`src/rtl/rx_pkg.sv`:
```
// Shared width defaults and derived packet width for the node-side receiver.
package rx_pkg;
  localparam int DEF_DATA_WIDTH = 2;
  localparam int DEF_ADDR_WIDTH = 2;
  localparam int DEF_ID_WIDTH   = 2;
  localparam int DATA_WIDTH     = DEF_DATA_WIDTH;
  localparam int ADDR_WIDTH     = DEF_ADDR_WIDTH;
  localparam int ID_WIDTH       = DEF_ID_WIDTH;
  localparam int PKT_WIDTH      = DATA_WIDTH + ADDR_WIDTH + ID_WIDTH;
endpackage

```
`src/rtl/rx_buffer.sv`:
```
// Receive register file: one synchronous write port, one combinational read
// port, and a per-entry valid bit that only reset clears.
module rx_buffer
  import rx_pkg::*;
#(
  parameter int DATA_WIDTH = DEF_DATA_WIDTH,
  parameter int ADDR_WIDTH = DEF_ADDR_WIDTH
) (
  input  logic                  clk,
  input  logic                  rst,
  input  logic                  we,
  input  logic [ADDR_WIDTH-1:0] waddr,
  input  logic [DATA_WIDTH-1:0] wdata,
  input  logic [ADDR_WIDTH-1:0] raddr,
  output logic [DATA_WIDTH-1:0] rdata,
  output logic                  rvalid
);
  localparam int DEPTH = 2 ** ADDR_WIDTH;

  logic [DATA_WIDTH-1:0] mem [DEPTH];
  logic [DEPTH-1:0]      valid;

  always_ff @(posedge clk or posedge rst) begin
    if (rst) begin
      for (int i = 0; i < DEPTH; i++) begin
        mem[i] <= '0;
      end
      valid <= '0;
    end else if (we) begin
      mem[waddr]   <= wdata;
      valid[waddr] <= 1'b1;
    end
  end

  // No write-to-read bypass: a same-address write shows up after the edge.
  assign rdata  = mem[raddr];
  assign rvalid = valid[raddr];
endmodule

```
`src/rtl/receiver.sv`:
```
// Node receiver: decodes the packet word, accepts packets addressed to this
// node into rx_buffer, and reports a one-cycle accept pulse.
module receiver
  import rx_pkg::*;
#(
  parameter int DATA_WIDTH = DEF_DATA_WIDTH,
  parameter int ADDR_WIDTH = DEF_ADDR_WIDTH,
  parameter int ID_WIDTH   = DEF_ID_WIDTH
) (
  input  logic                                      clk,
  input  logic                                      rst,
  input  logic [DATA_WIDTH+ADDR_WIDTH+ID_WIDTH-1:0] rx_in,
  input  logic [ID_WIDTH-1:0]                       id,
  input  logic                                      rtr_write_enable,
  input  logic [ADDR_WIDTH-1:0]                     rx_addr,
  output logic [1:0]                                flag_res,
  output logic [DATA_WIDTH-1:0]                     data_out
);
  localparam int ADDR_LSB = ID_WIDTH;
  localparam int DATA_LSB = ID_WIDTH + ADDR_WIDTH;

  logic [ID_WIDTH-1:0]   dest_id;
  logic [ADDR_WIDTH-1:0] pkt_addr;
  logic [DATA_WIDTH-1:0] pkt_data;
  logic                  accept;
  logic                  accept_pulse;
  logic                  entry_valid;

  assign dest_id  = rx_in[ID_WIDTH-1:0];
  assign pkt_addr = rx_in[ADDR_LSB +: ADDR_WIDTH];
  assign pkt_data = rx_in[DATA_LSB +: DATA_WIDTH];
  assign accept   = rtr_write_enable && (dest_id == id);

  always_ff @(posedge clk or posedge rst) begin
    if (rst) begin
      accept_pulse <= 1'b0;
    end else begin
      accept_pulse <= accept;
    end
  end

  rx_buffer #(
    .DATA_WIDTH (DATA_WIDTH),
    .ADDR_WIDTH (ADDR_WIDTH)
  ) u_rx_buffer (
    .clk    (clk),
    .rst    (rst),
    .we     (accept),
    .waddr  (pkt_addr),
    .wdata  (pkt_data),
    .raddr  (rx_addr),
    .rdata  (data_out),
    .rvalid (entry_valid)
  );

  assign flag_res = {accept_pulse, entry_valid};
endmodule

```
`config.mk`:
```
export PLATFORM = sky130hd
export DESIGN_NAME = receiver
export DESIGN_NICKNAME = d
export VERILOG_FILES = /design/src/rtl/rx_pkg.sv /design/src/rtl/rx_buffer.sv /design/src/rtl/receiver.sv
export SDC_FILE = /design/constraint.sdc
export NUM_CORES = 1
export LEC_CHECK = 0
export ABC_AREA = 1
export CAP_MARGIN = 20
export CORE_AREA = 2 2 43 45
export CTS_BUF_LIST = sky130_fd_sc_hd__clkbuf_4 sky130_fd_sc_hd__clkbuf_8 sky130_fd_sc_hd__clkbuf_16
export CTS_CLUSTER_DIAMETER = 150
export CTS_CLUSTER_SIZE = 30
export DETAILED_ROUTE_END_ITERATION = 8
export DIE_AREA = 0 0 45 47
export PLACE_DENSITY_LB_ADDON = 0.1
export SETUP_SLACK_MARGIN = 0.02
export SYNTH_ARGS = -nofsm -noshare
export SYNTH_HDL_FRONTEND = slang
export SYNTH_SLANG_ARGS = --single-unit
```
`constraint.sdc`:
```
create_clock -name clk -period 1.4 [get_ports clk]
set_input_delay 0.21 -clock clk [delete_from_list [all_inputs] [get_ports clk]]
set_output_delay 0.21 -clock clk [all_outputs]
set_load 0.1 [all_outputs]
```
Word level (Yosys, flattened, before mapping)
Cells that the tools add are included.

storage, ports and cells
  output and inout bits = 4
  flip-flop bits (word level) = 13
  input bits = 13

operators by class
  reduce and logical (&&, ||, !) cells = 3
  $lt $le $gt $ge = 6
  bitwise logic cells = 3
  equality and inequality tests = 1
  multiplexer cells = 10

operators by type and width
  kind                                                  number
  bitwise mux 8 bit                                     1
  >= comparator 3 bit (second input constant)           2
  < comparator 2 x 3 -> 1 bit (second input constant)   2
  two-way mux 2 bit                                     3
  inverter 2 -> 3 bit                                   2
  binary-select mux 2 bit (select 2 bit)                1
  demux 2 bit (select 2 bit)                            1
  OR 4 bit                                              1
  logical AND 1 bit                                     3
  < comparator 3 x 1 -> 1 bit (second input constant)   1
  binary-select mux 1 bit (select 2 bit)                1
  demux 1 bit (select 2 bit)                            1
  equality test 2 bit                                   1
  >= comparator 2 x 1 -> 1 bit (second input constant)  1
  two-way mux 1 bit                                     2

Depth between registers and ports, before layout
Gate-level depths: netlist of run 1.

  depth after elaboration = 6
  gate-level depth with buffers = 8
  depth with buffers taken out = 7

Modules after synthesis
From an unflattened synthesis of run 1, not the netlist that was laid out.

second synthesis, totals
  cells, all modules = 97
  area, all modules = 703.2 um2

modules (own cells, without submodules)
  module     cells an instance  area an instance (um2)  instances
  rx_buffer  83                 620.6                   1
  receiver   14                 82.6                    1

Worst setup path before layout of run 1
No wires, ideal clock.

  path kind = input to output
  from = input port rx_addr[0]
  to = output port data_out[0]
  data arrival time = 1885 ps
  path buffers = 0
  stages on the path = 3
  slack = -695 ps
  data required time = 1190 ps
  path through = inv_1 o21ai_0 o22ai_1

on the way
  cells in the longest elaborated chain, start to end = 4

RTL lines
  item                                                   RTL line         source
  from (decl)                                            receiver.sv:15   input logic [ADDR_WIDTH-1:0] rx_addr,
  inverter 2 -> 3 bit (not written as such)              rx_buffer.sv:36  assign rdata = mem[raddr];
  binary-select mux 2 bit (select 2 bit)                 rx_buffer.sv:36
  two-way mux 2 bit (not written as such) (2 in series)  rx_buffer.sv:36
  to (decl)                                              receiver.sv:17   output logic [DATA_WIDTH-1:0] data_out

No other way between the ends. The select of a mux whose other input is x is not followed.

Worst setup path in the final report of run 1
  from = register u_rx_buffer.valid[1]
  to = output port flag_res[0]

on the way
  cells in the longest elaborated chain, start to end = 2

RTL lines
  item                                     RTL line         source
  from (decl)                              rx_buffer.sv:21  logic [DEPTH-1:0] valid;
  from (signal assigned)                   rx_buffer.sv:28  valid <= '0;
  from (signal, indexed assignment)        rx_buffer.sv:31  valid[waddr] <= 1'b1;
  binary-select mux 1 bit (select 2 bit)   rx_buffer.sv:37  assign rvalid = valid[raddr];
  two-way mux 1 bit (not written as such)  rx_buffer.sv:37
  to (decl)                                receiver.sv:16   output logic [1:0] flag_res,

No other way between the ends. The select of a mux whose other input is x is not followed.

==> flow_summary.toml, run 1 <==
[clock_network]
clkTransAtPathRegs_ps = 70
clockRootBuffer = "clkbuf_4"
cts_tree = "yes"
h-tree-depth = 1
cts.sink_count = 13
cts-buffers-inserted = 3
cts_max_path_buffers = 2
worstSkewPairLatency_ps = 260

[power_and_ir_drop]
cellLeakagePower_nw = 0.514
power.clock.fraction_pct = 20.4
switching_portion_of_total_power_pct = 34.5
internal-power_mw = 0.765
power_share_of_the_combinational_group_pct = 38.4
seq_power_share_pct = 41.2
power_per_cell_area_mw_per_mm2 = 1110
sw_pwr_mw = 0.402
vdd_ir_drop_max_uv = 471

[synthesis]
synth_top_family_by_area = "simple AND/OR/NAND/NOR gates"
synth-simple-area-share_pct = 32.0
synthesized_area_fraction_occupied_by_ao_oa_aoi_and_oai_cells_pct = 7.55
synth-async-reset-ratio_pct = 100
synth.area.mux_share_pct = 0
synth.ff_latch_count = 13
post_synth_fa_ha_maj_area_fraction_pct = 0
synth_largest_type_area_fraction_pct = 46.8
synth_xor_area_share_pct = 2.34
synth_sequential_area_ratio_pct = 46.8
ys_types = 16
synth_area_leader_cell = "dfrtp_1"
synth.most_common_cell = "nand2_1"
synth.area.top_cells = "dfrtp_1 (47%), nand2_1 (12%), nand4_1 (7.2%), inv_1 (5.9%), nor2_1 (4.3%)"
syn_area_um2 = 696
synth_warnings = 0
postSynthCellCount = 85
postSynth.topFlopCell = "dfrtp_1"
synth_commonest_cells = "nand2_1 (23), dfrtp_1 (13), inv_1 (11), nand4_1 (8), nor2_1 (8)"
postSynthNetCount = 98
synth_enable_flop_cells = 0
syn_area_cell_um2 = 8.18

[placed_design]
place.detailed.hpwl_um = 1190
placement.setup.worst_slack_ps = -327
finalWeightedCongestion = 0.789
io_buffers = 16

[critical_path]
path_class = "reg -> out"
crit_fanout = 2
worst_setup_path_end_kind = "primary output"
critical_path_arrival_ps = 1170
worst-endpoint-required_ps = 1190
timing.critical_path.from_type = "register"

[timing]
final_worst_clock_skew_ps = 0
fin_crit_sh_pct = 98.5
worst_pin_slew_ps = 476
grt_setup_unrepaired = "yes"
timing.fmax_ghz = 0.725
final_hold_violating_endpoints = 0
hold_slack_ps = 260
final-setup-viol-count = 0
finalMaxSlewViolations = 0
worst_slew_margin_rel_pct = 68.3
final_critical_path_setup_slack_ps = 21.4
post-route-min-period_ps = 1380

[finish]
post_route_cells_drive_above_1_share_pct = 31.8
antenna_cells_inserted = 0
num-nets-final = 124
multi_input_area_um2 = 345
final.fill_count = 142
area_growth_syn_to_layout_pct = 50.9
area.sequential_um2 = 325

[global_routing]
combined_global_route_utilization_of_all_metal_layers_pct = 16.7
grt_first_pass_wirelength_um = 2400
antenna_found_initial = 0
number_of_global_route_vias_before_repair = 587
grt_start_max_net_pins = 14
grt_overflow = 0

[floorplanning]
pin_count = 17
die_w_um = 45
initial_core_util_pct = 42.1
fp-row-count = 15
floorplan.die.height_um = 47
die_area_mm2 = 0.00212
core_area_mm2 = 0.00165

[routing]
drt_iter0_markers = 4
routed_wl_um = 1420
wl_per_cell_um = 11.2
ant_nets = 0
detailedRoute.firstPassIterationCount = 2
detail_route.drc_violations = 0
post_drt_via_cell_ratio = 4.78
routed-via-count = 607

[status]
status = "completed"

[hold_path]
timing.hold.worst.class = "in -> async"

[run]
max_cap_viols = 0
path summary, 6_finish.rpt:
kind                                             startpoint                             end  slack [ps]  cells after the start
max                        u_rx_buffer.valid[1]$_DFFE_PP0P_                     flag_res[0]          20                      5
min                                                     rst  u_rx_buffer.mem[4]$_DFFE_PP0P_         260                      2
max reg2reg                  u_rx_buffer.mem[4]$_DFFE_PP0P_  u_rx_buffer.mem[4]$_DFFE_PP0P_         670                      3
min reg2reg                  u_rx_buffer.mem[6]$_DFFE_PP0P_  u_rx_buffer.mem[6]$_DFFE_PP0P_         480                      2
max in group asynchronous                               rst  u_rx_buffer.mem[6]$_DFFE_PP0P_         820                      2
min in group clk             u_rx_buffer.mem[6]$_DFFE_PP0P_  u_rx_buffer.mem[6]$_DFFE_PP0P_         480                      2
area by class of cell:
type	count	share of cell area (%)
inverter	11	3.93
sequential	13	31.0
clock buffer	4	2.86
multi-input combinational	57	32.9
timing repair buffer	25	27.3
tap	17	2.03
sequential cells by signal, indices dropped and copies added (netlist names):
register / flops
u_rx_buffer.valid: 4
u_rx_buffer.mem: 8
accept_pulse: 1
critical path, stage by stage (launching register included):
cell and delay, ps:
dfrtp_1 340, inv_2 50, o21ai_2 120, a21oi_2 50, a21oi_2 150, buf_12 190
stage by stage:
step           area, um2  util [%]  power [mW]  TNS [ps]  instances
2_1_floorplan        723         -       0.739         0         85
3_3_place_gp         992      60.1       0.904     -1020        122
3_5_place_dp         992      60.1       0.912     -1310        122
4_1_cts             1040      62.7        1.17    -0.580        126
5_1_grt             1050      63.6        1.24      -120        127
6_report            1050      63.6        1.17         0        127
layer usage:
| layer | share of wire, % | GRT usage (%) | vias up |
|---|---|---|---|
| li1 | - | - | 323 |
| met4 | 1.9 | 12.4 | 0 |
| met5 | 0 | 0 | - |
| met3 | 2.8 | 3.46 | 2 |
| met1 | 41 | 18.9 | 270 |
| met2 | 54 | 28.0 | 12 |
what timing repair did:
| item | 4_1_cts | 5_1_grt |
|---|---|---|
| hold buffers | 0 | 0 |
| pin swaps | 6 | 0 |
| endpoints found under the hold margin | 0 | 0 |
| setup endpoints to repair | 3 | 3 |
| resized for setup | 15 | 5 |
| setup buffers | 2 | 1 |
kinds of logic (layout without fill, tap and decap cells):
| group | after synthesis | count (layout) |
|---|---|---|
| AOI/OAI and AO/OA | 10 | 10 |
| buffers and inverters | 15 | 40 |
| and+or+nand+nor | 46 | 46 |
| DFF | 13 | 13 |
| xor gates and xnor gates | 1 | 1 |
power groups by stage:
| stage | combinational (mW) | sequential (mW) | clock [mW] |
|---|---|---|---|
| 4_1_cts | 0.438 | 0.483 | 0.247 |
| 3_3_place_gp | 0.421 | 0.483 | 0 |
| 5_1_grt | 0.481 | 0.491 | 0.272 |
| 2_1_floorplan | 0.273 | 0.466 | 0 |
| 6_report | 0.448 | 0.481 | 0.238 |
| 3_5_place_dp | 0.428 | 0.484 | 0 |
layout by cell type, fill, tap and decap left out, types with 4 or more instances in the layout:
cell type        Yosys  routed
dfrtp_1             13      13
inv_1               11       8
nand4_1              8       8
buf_4                2       7
clkdlybuf4s50_1      0      10
buf_12               0       6
nor2_1               8       5
clkbuf_4             0       4
nand2_1             23      23
Power figures use the tool's default switching activity.
==> run 2, diff against run 1 <==
Settings changed: SLEW_MARGIN set to 5.
==> results of run 2 <==
The final DEF is identical to that of run 1; final timing and power are the same.
